===== config.mk =====
export PLATFORM = sky130hd
export DESIGN_NAME = abl_seq
export DESIGN_NICKNAME = d
export VERILOG_FILES = /design/src/rtl/abl_seq_pkg.sv /design/src/rtl/abl_seq_dec.sv /design/src/rtl/abl_seq.sv
export SDC_FILE = /design/constraint.sdc
export NUM_CORES = 1
export LEC_CHECK = 0
export BUFFER_PORTS_ARGS = -buffer_cell sky130_fd_sc_hd__buf_2
export CORE_AREA = 2 2 39 41
export CTS_CLUSTER_DIAMETER = 30
export CTS_CLUSTER_SIZE = 28
export DETAILED_ROUTE_END_ITERATION = 7
export DIE_AREA = 0 0 41 43
export PLACE_DENSITY = 0.73
export SYNTH_ARGS = -nofsm -noshare
export SYNTH_HDL_FRONTEND = slang
export SYNTH_SLANG_ARGS = --single-unit

===== constraint.sdc =====
create_clock -name clk -period 2.2 [get_ports clk]
set_input_delay 0.33 -clock clk [delete_from_list [all_inputs] [get_ports clk]]
set_output_delay 0.33 -clock clk [all_outputs]
set_load 0.1 [all_outputs]

===== src/rtl/abl_seq_pkg.sv =====
// -----------------------------------------------------------------------------
// abl_seq_pkg -- shared definitions for the ABL address-sequencing controller.
//
// Holds the ABL operation encodings, the addressing-mode and FSM-state
// enumerations, the high-byte fix-up codes, the packed control bundle passed
// from the decoder to the top, and two helpers that capture the per-mode
// sequencing rules (first step, page-crossing fix-up).
//
// Optional feature macro (consumed by abl_seq): ABL_SEQ_PAGEFIX_EN
// -----------------------------------------------------------------------------
package abl_seq_pkg;

   // ABL adder operation encodings
   localparam logic [3:0] OP_PCL0   = 4'b0000;
   localparam logic [3:0] OP_REG0   = 4'b0101;
   localparam logic [3:0] OP_ABLDB  = 4'b1010;
   localparam logic [3:0] OP_ABL0   = 4'b1001;
   localparam logic [3:0] OP_REGDB  = 4'b0110;
   localparam logic [3:0] OP_REGAHL = 4'b0111;

   // High-byte fix-up codes (2'b10 is unused)
   typedef enum logic [1:0] {
      ABH_NONE = 2'b00,
      ABH_INC  = 2'b01,
      ABH_DEC  = 2'b11
   } abh_e;

   // Addressing sequence codes; code 7 is an alias of NEXT
   typedef enum logic [2:0] {
      MD_NEXT     = 3'd0,
      MD_ZPIDX    = 3'd1,
      MD_ABSIDX   = 3'd2,
      MD_BRANCH   = 3'd3,
      MD_STACK    = 3'd4,
      MD_VECTOR   = 3'd5,
      MD_RESTORE  = 3'd6,
      MD_NEXT_ALT = 3'd7
   } mode_e;

   typedef enum logic [2:0] {
      ST_IDLE   = 3'd0,
      ST_FETCH1 = 3'd1,
      ST_FETCH2 = 3'd2,
      ST_EA     = 3'd3,
      ST_EA2    = 3'd4,
      ST_FIX    = 3'd5
   } state_e;

   // Control bundle driven onto the ABL datapath every cycle
   typedef struct packed {
      logic [3:0] op;
      logic       ci;
      logic       ld_ahl;
      logic       ld_pc;
      logic       inc_pc;
      abh_e       abh_adj;
   } ctl_t;

   // "Hold": add zero with no carry, nothing loaded, no high-byte change
   localparam ctl_t CTL_HOLD = '{
      op:      OP_ABL0,
      ci:      1'b0,
      ld_ahl:  1'b0,
      ld_pc:   1'b0,
      inc_pc:  1'b0,
      abh_adj: ABH_NONE
   };

   // Modes that read an operand byte through PC start in FETCH1; the rest
   // go straight to the effective-address step.
   function automatic state_e first_step(input mode_e m);
      case (m)
         MD_ZPIDX, MD_ABSIDX, MD_BRANCH: first_step = ST_FETCH1;
         default:                        first_step = ST_EA;
      endcase
   endfunction

   // High-byte correction needed after the EA add. Indexed absolute can only
   // carry upward; a branch crosses a page whenever the carry disagrees with
   // the offset sign, downward when there was no carry. Zero-page indexing
   // deliberately wraps, so it never asks for a fix.
   function automatic abh_e page_fix(input mode_e m, input logic co,
                                     input logic db_sign);
      page_fix = ABH_NONE;
      case (m)
         MD_ABSIDX: if (co) page_fix = ABH_INC;
         MD_BRANCH: if (co != db_sign) page_fix = co ? ABH_INC : ABH_DEC;
         default:   page_fix = ABH_NONE;
      endcase
   endfunction

endpackage : abl_seq_pkg


===== src/rtl/abl_seq_dec.sv =====
// -----------------------------------------------------------------------------
// abl_seq_dec -- combinational control decode for abl_seq.
//
// Maps (current state, latched mode, registered fix-up code) to the ABL
// control bundle. A stall forces the hold bundle so the datapath does not
// move while the CPU is not ready.
//
// Ports:
//   state_i    in  state_e  current sequencer state
//   mode_i     in  mode_e   mode latched when the sequence started
//   fix_adj_i  in  abh_e    high-byte fix code captured at the end of EA
//   stall_i    in  1        CPU not ready; force hold
//   ctl_o      out ctl_t    op / ci / load controls / abh_adj
// -----------------------------------------------------------------------------
module abl_seq_dec
   import abl_seq_pkg::*;
(
   input  state_e state_i,
   input  mode_e  mode_i,
   input  abh_e   fix_adj_i,
   input  logic   stall_i,
   output ctl_t   ctl_o
);

   always_comb begin
      // NOTE: assign a default before any branch so every path drives ctl_o
      // and no latch is inferred.
      ctl_o = CTL_HOLD;
      if (!stall_i) begin
         case (state_i)
            ST_FETCH1: begin
               ctl_o.ci     = 1'b1;
               ctl_o.ld_pc  = 1'b1;
               ctl_o.inc_pc = 1'b1;
            end
            ST_FETCH2: begin
               ctl_o.ci     = 1'b1;
               ctl_o.ld_ahl = 1'b1;
               ctl_o.ld_pc  = 1'b1;
               ctl_o.inc_pc = 1'b1;
            end
            ST_EA: begin
               case (mode_i)
                  MD_ZPIDX:            ctl_o.op = OP_REGDB;
                  MD_ABSIDX:           ctl_o.op = OP_REGAHL;
                  MD_BRANCH:           ctl_o.op = OP_ABLDB;
                  MD_STACK, MD_VECTOR: ctl_o.op = OP_REG0;
                  MD_RESTORE:          ctl_o.op = OP_PCL0;
                  default:             ctl_o.ci = 1'b1;  // NEXT and its alias
               endcase
            end
            ST_EA2:  ctl_o.ci      = 1'b1;
            ST_FIX:  ctl_o.abh_adj = fix_adj_i;
            default: ctl_o = CTL_HOLD;
         endcase
      end
   end

endmodule : abl_seq_dec


===== src/rtl/abl_seq.sv =====
// -----------------------------------------------------------------------------
// abl_seq -- ABL address-sequencing controller (top).
//
// Accepts a start request in IDLE, latches the addressing mode and steps
// through FETCH1 / FETCH2 / EA / EA2 / FIX as the mode requires, driving the
// ABL adder controls each cycle. A one-cycle done pulse follows the final
// step; the next sequence may start in that same cycle. rdy=0 freezes the
// sequencer and forces hold controls.
//
// Optional feature: define ABL_SEQ_PAGEFIX_EN to include the FIX step that
// corrects the address high byte after a page crossing. Without it ABSIDX and
// BRANCH end after EA (page wrap) and abh_adj is tied to 00.
//
// Ports:
//   clk      in  1  system clock, rising edge
//   rst_n    in  1  asynchronous active-low reset
//   start    in  1  request a sequence
//   mode     in  3  addressing sequence code
//   rdy      in  1  CPU ready, 0 = stall
//   co       in  1  ABL adder carry-out (sampled in EA)
//   db_sign  in  1  DB[7], branch offset sign (sampled in EA)
//   op       out 4  ABL operation
//   ci       out 1  ABL carry-in
//   ld_ahl   out 1  load address-high latch
//   ld_pc    out 1  load PC
//   inc_pc   out 1  increment PC
//   abh_adj  out 2  high-byte fix: 00 none, 01 increment, 11 decrement
//   busy     out 1  sequence active
//   done     out 1  one-cycle completion pulse
// -----------------------------------------------------------------------------
module abl_seq
   import abl_seq_pkg::*;
(
   input  logic       clk,
   input  logic       rst_n,
   input  logic       start,
   input  logic [2:0] mode,
   input  logic       rdy,
   input  logic       co,
   input  logic       db_sign,
   output logic [3:0] op,
   output logic       ci,
   output logic       ld_ahl,
   output logic       ld_pc,
   output logic       inc_pc,
   output logic [1:0] abh_adj,
   output logic       busy,
   output logic       done
);

   state_e state_q, state_d;
   mode_e  mode_q,  mode_d;
   logic   done_q,  done_d;
   abh_e   fix_q;
   ctl_t   ctl;

`ifdef ABL_SEQ_PAGEFIX_EN
   abh_e fix_d;
   abh_e ea_fix;

   assign ea_fix = page_fix(mode_q, co, db_sign);
`else
   // Page-crossing inputs and the decoded fix code have no consumer when the
   // fix-up step is compiled out.
   logic [3:0] unused_nofix;

   assign fix_q        = ABH_NONE;
   assign unused_nofix = {co, db_sign, ctl.abh_adj};
`endif

   // ---------------------------------------------------------------- state reg
   always_ff @(posedge clk or negedge rst_n) begin
      if (!rst_n) begin
         state_q <= ST_IDLE;
         mode_q  <= MD_NEXT;
         done_q  <= 1'b0;
      end else begin
         // NOTE: clocked state uses non-blocking assignments so every register
         // samples the pre-edge values regardless of statement order.
         state_q <= state_d;
         mode_q  <= mode_d;
         done_q  <= done_d;
      end
   end

`ifdef ABL_SEQ_PAGEFIX_EN
   always_ff @(posedge clk or negedge rst_n) begin
      if (!rst_n) fix_q <= ABH_NONE;
      else        fix_q <= fix_d;
   end
`endif

   // --------------------------------------------------------------- next state
   always_comb begin
      state_d = state_q;
      mode_d  = mode_q;
      done_d  = done_q;   // a pending done waits out a stall
`ifdef ABL_SEQ_PAGEFIX_EN
      fix_d   = fix_q;
`endif
      if (rdy) begin
         done_d = 1'b0;
         case (state_q)
            ST_IDLE: begin
               if (start) begin
                  mode_d  = mode_e'(mode);
                  state_d = first_step(mode_e'(mode));
               end
            end
            ST_FETCH1: state_d = (mode_q == MD_ABSIDX) ? ST_FETCH2 : ST_EA;
            ST_FETCH2: state_d = ST_EA;
            ST_EA: begin
               state_d = ST_IDLE;
               done_d  = 1'b1;
               if (mode_q == MD_VECTOR) begin
                  state_d = ST_EA2;
                  done_d  = 1'b0;
               end
`ifdef ABL_SEQ_PAGEFIX_EN
               // Carry and sign are only meaningful during EA; the decision
               // is registered here and replayed in FIX.
               fix_d = ea_fix;
               if (ea_fix != ABH_NONE) begin
                  state_d = ST_FIX;
                  done_d  = 1'b0;
               end
`endif
            end
            ST_EA2, ST_FIX: begin
               state_d = ST_IDLE;
               done_d  = 1'b1;
            end
            default: state_d = ST_IDLE;
         endcase
      end
   end

   // ------------------------------------------------------------------ outputs
   abl_seq_dec u_dec (
      .state_i   (state_q),
      .mode_i    (mode_q),
      .fix_adj_i (fix_q),
      .stall_i   (~rdy),
      .ctl_o     (ctl)
   );

   assign op     = ctl.op;
   assign ci     = ctl.ci;
   assign ld_ahl = ctl.ld_ahl;
   assign ld_pc  = ctl.ld_pc;
   assign inc_pc = ctl.inc_pc;
`ifdef ABL_SEQ_PAGEFIX_EN
   assign abh_adj = ctl.abh_adj;
`else
   assign abh_adj = 2'b00;
`endif
   assign busy   = (state_q != ST_IDLE);
   assign done   = done_q & rdy;

endmodule : abl_seq


==> summary by stage <==
Outcome
The flow ran to the end, and the final reports show no timing, DRC or antenna violations.

Layout
The layout has 133 filler cells. The fraction of final layout cells with drive strength greater than 1 is ~37%. The utilization after layout is 46.2%.

The post-route non-filler standard cell count is 92. The signed area change from the synthesized netlist to the final layout is 23.7%. The number of diodes is 0.

The number of nets in the final layout is 86.

Worst setup path
The worst setup path is launched from a flop. STA puts the critical path data required time at roughly 1.9 ns. The critical path goes through or3_1 > a21oi_4 > buf_2. On the critical path, the stage with the largest delay is an instance of dfrtp_1. Counting cells, the worst reg-to-reg path comes to 3.

The critical path buffer and inverter count is 1. The worst register-to-register path begins at state_q[1]. The worst setup path is captured at an output port. In this run the worst path has a maximum fanout of 9. In this design, the stage delay of the slowest critical-path cell is about 0.47 ns. Broken down by cell family, the worst path's largest delay share belongs to flip-flops. The endpoint of the worst register-to-register path is mode_q[0]. The data arrival time at the worst-slack endpoint is around 1.8 ns. The worst-case register-to-register setup slack is about 0.89 ns. The type of the worst setup path is flop to output port.

Worst hold path
The number of stages on the worst hold path is 2. The endpoint of the worst hold path is mode_q[2]. The path class of the tightest hold or removal check is primary input to flop. The hold path startpoint is mode[2].

Logic synthesis
Ranked by instance count, the synthesized netlist is headed by 7 x dfrtp_1, 6 x nor2_1. The Yosys step of the flow raised 0 warnings. The async set-or-reset flop fraction in the synthesized netlist is 100%. The share of the yosys chip area belonging to registers is about a third.

The number of instances in the synthesized netlist is 61. In this run the biggest area consumer among cell types represents 33.9% of the synthesized area. The post-synthesis area per instance is 8.47 sq um.

The most common cell in the synthesized netlist is dfrtp_1. The number of flip-flops and latches in the synthesized netlist is 7. Among all flip-flop cells after synthesis, the most frequent one is dfrtp_1. The number of different library cells in the post-synthesis netlist is 27. The biggest area consumer among synthesized cells is dfrtp_1. Yosys mapped a number of flops with a built-in enable equal to 0. The synthesized netlist occupies a cell area of between 500 and 600 sq um. Ranked by total cell area, the synthesized netlist is headed by dfrtp_1 34%, mux2_4 8.7%, buf_4 4.4%.

Route
The residual antenna-violating net count after detailed routing is 0. The first-iteration detailed-routing DRC count is 12. The number of design rule violations left after detail routing is 0. Across all layers, the routed design uses approximately 470 vias. After detailed routing, the number of vias per cell comes to about 5.1.

The total length of routed wires is approximately 1000 microns. The first-pass iteration count of the detailed router is 4. Dividing the detail-routed wire length by the instance count gives 11.2 microns.

Placed design
The HPWL after detailed placement is 739 microns. The placed cell count is a little under 90. The final weighted congestion of routability-driven global placement is about 0.76. In this run the tool buffered the top-level ports with 16 buffer cells.

STA
Setup repair after global routing left no endpoint under its margin. Derived from the worst setup path, the maximum achievable clock frequency is slightly below 500 MHz. Subtracting the final worst setup slack from the clock period gives a little over 2 ns. The total of endpoints with negative setup slack in the final report is 0. The worst-case clock skew is slightly above 0.006 ns. The number of hold violations in the final report is 0. The number of max-slew violations in the final report is 0. The worst path uses approximately 94% of the clock period. Across all hold checks on the routed design, the worst slack comes to 0.320 ns.

Summed over all failing endpoints, the final setup total negative slack is 0 ns.

Clock tree
In this run the number of H-tree levels came out at 1. Post-CTS repair changed the size of 0 cells. The number of clock sinks is 7. The library cell used as clock root buffer is clkbuf_4.

The later pin in the worst-skew pair is clocked with a latency of 0.25 ns. Buffers inserted during clock tree synthesis total 3. The number of buffers between clock root and the deepest sink is 2.

The clock tree from TritonCTS is built. The clock transition at the register clock pins on the worst setup and hold paths after CTS is approximately 0.05 ns.

Floorplan
Measured along the x axis, the die boundary spans 41 microns. The core area is around 1400 sq um. The floorplan has 14 rows.

Measured along the y axis, the die boundary spans roughly 43 microns. The full die area is ~1800 sq um. The top-level I/O count is 21. For this configuration, the core starts out at a cell density of a little under two fifths.

Flow run
Max-cap violations in this run came to 0.

Global routing
In the global route stage, overall resource usage came out at 14.8%. The first global-routing pass estimated around 1700 microns of wire. Entering global routing, the biggest net connects 13 pins.

The via count of the first global-routing pass was 412. The leftover overflow at the end of global routing is 0. The number of antenna violations at the first check in global routing is 0.
## layout make-up
type | count | area [sq um] | area share (%)
clock buffer | 4 | 26.3 | 4.11
sequential | 7 | 175 | 27.4
multi-input combinational | 46 | 320 | 50.1
timing repair buffer | 17 | 90.1 | 14.1
tap | 16 | 20.0 | 3.13
inverter | 2 | 7.51 | 1.17
## worst max-delay path by stage
stage / startpoint / cells past startpoint / slack (ns) / end
floorplan: state_q[2] / 3 / -0.13 / op[1]
global placement: rdy / 5 / 0.39 / op[1]
detailed placement: mode_q[2] / 3 / 0.39 / ci
CTS: mode_q[2] / 3 / 0.12 / ci
global route: state_q[1] / 4 / 0.02 / op[2]
finish: mode_q[2] / 3 / 0.12 / ci
## what timing repair did
item,4_1_cts,5_1_grt
hold buffers,1,0
endpoints found under the hold margin,7,0
buffers inserted,0,0
## layer usage
| layer | share of wire (%) | GRT usage, % |
|---|---|---|
| met1 | 44 | 19.6 |
| met2 | 50 | 21.6 |
| met3 | 4.8 | 1.57 |
| met4 | 1.4 | 10.0 |
| met5 | 0 | 0 |
## state kept, by name, indices dropped and copies added (netlist names)
| register | flops |
|---|---|
| state_q | 3 |
| done_q | 1 |
| mode_q | 3 |
## placed cells by master, fill, tap and decap left out, drive strengths merged, types with 2 or more instances in the layout
cell type  instances
a21oi              4
clkbuf             4
conb               2
dfrtp              7
o21ai              4
mux2               3
and3               2
or3                2
inv                2
buf               16
nand2b             2
a31oi              2
nor2               6
nand3              4
nand2              4
## stage by stage
stage                     setup WS, ns  instance area (sq um)
after floorplan                 -0.127                    546
after global placement           0.386                    603
after detailed placement         0.390                    603
after CTS                        0.121                    639
final                            0.124                    639
after global routing            0.0218                    639
## cell families (layout without fill, tap and decap cells)
kind of cell | after synthesis | in the layout | share of synthesized area [%]
muxes | 4 | 4 | 10.7
DFF | 7 | 7 | 33.9
other | 1 | 2 | 0.726
xor gates and xnor gates | 1 | 1 | 1.70
AOI/OAI and AO/OA | 12 | 12 | 13.3
buffers and inverters | 9 | 23 | 9.69
and+or+nand+nor | 27 | 27 | 30.0
## worst reg2reg max path, stage by stage (launching register included)
cell and delay, ns:
dfrtp_1 0.49, nor2_1 0.26, nand3_4 0.13, mux2_4 0.31
Power is not shown: default switching activity piles up to over one toggle a cycle in this logic, so the estimate is an artifact.
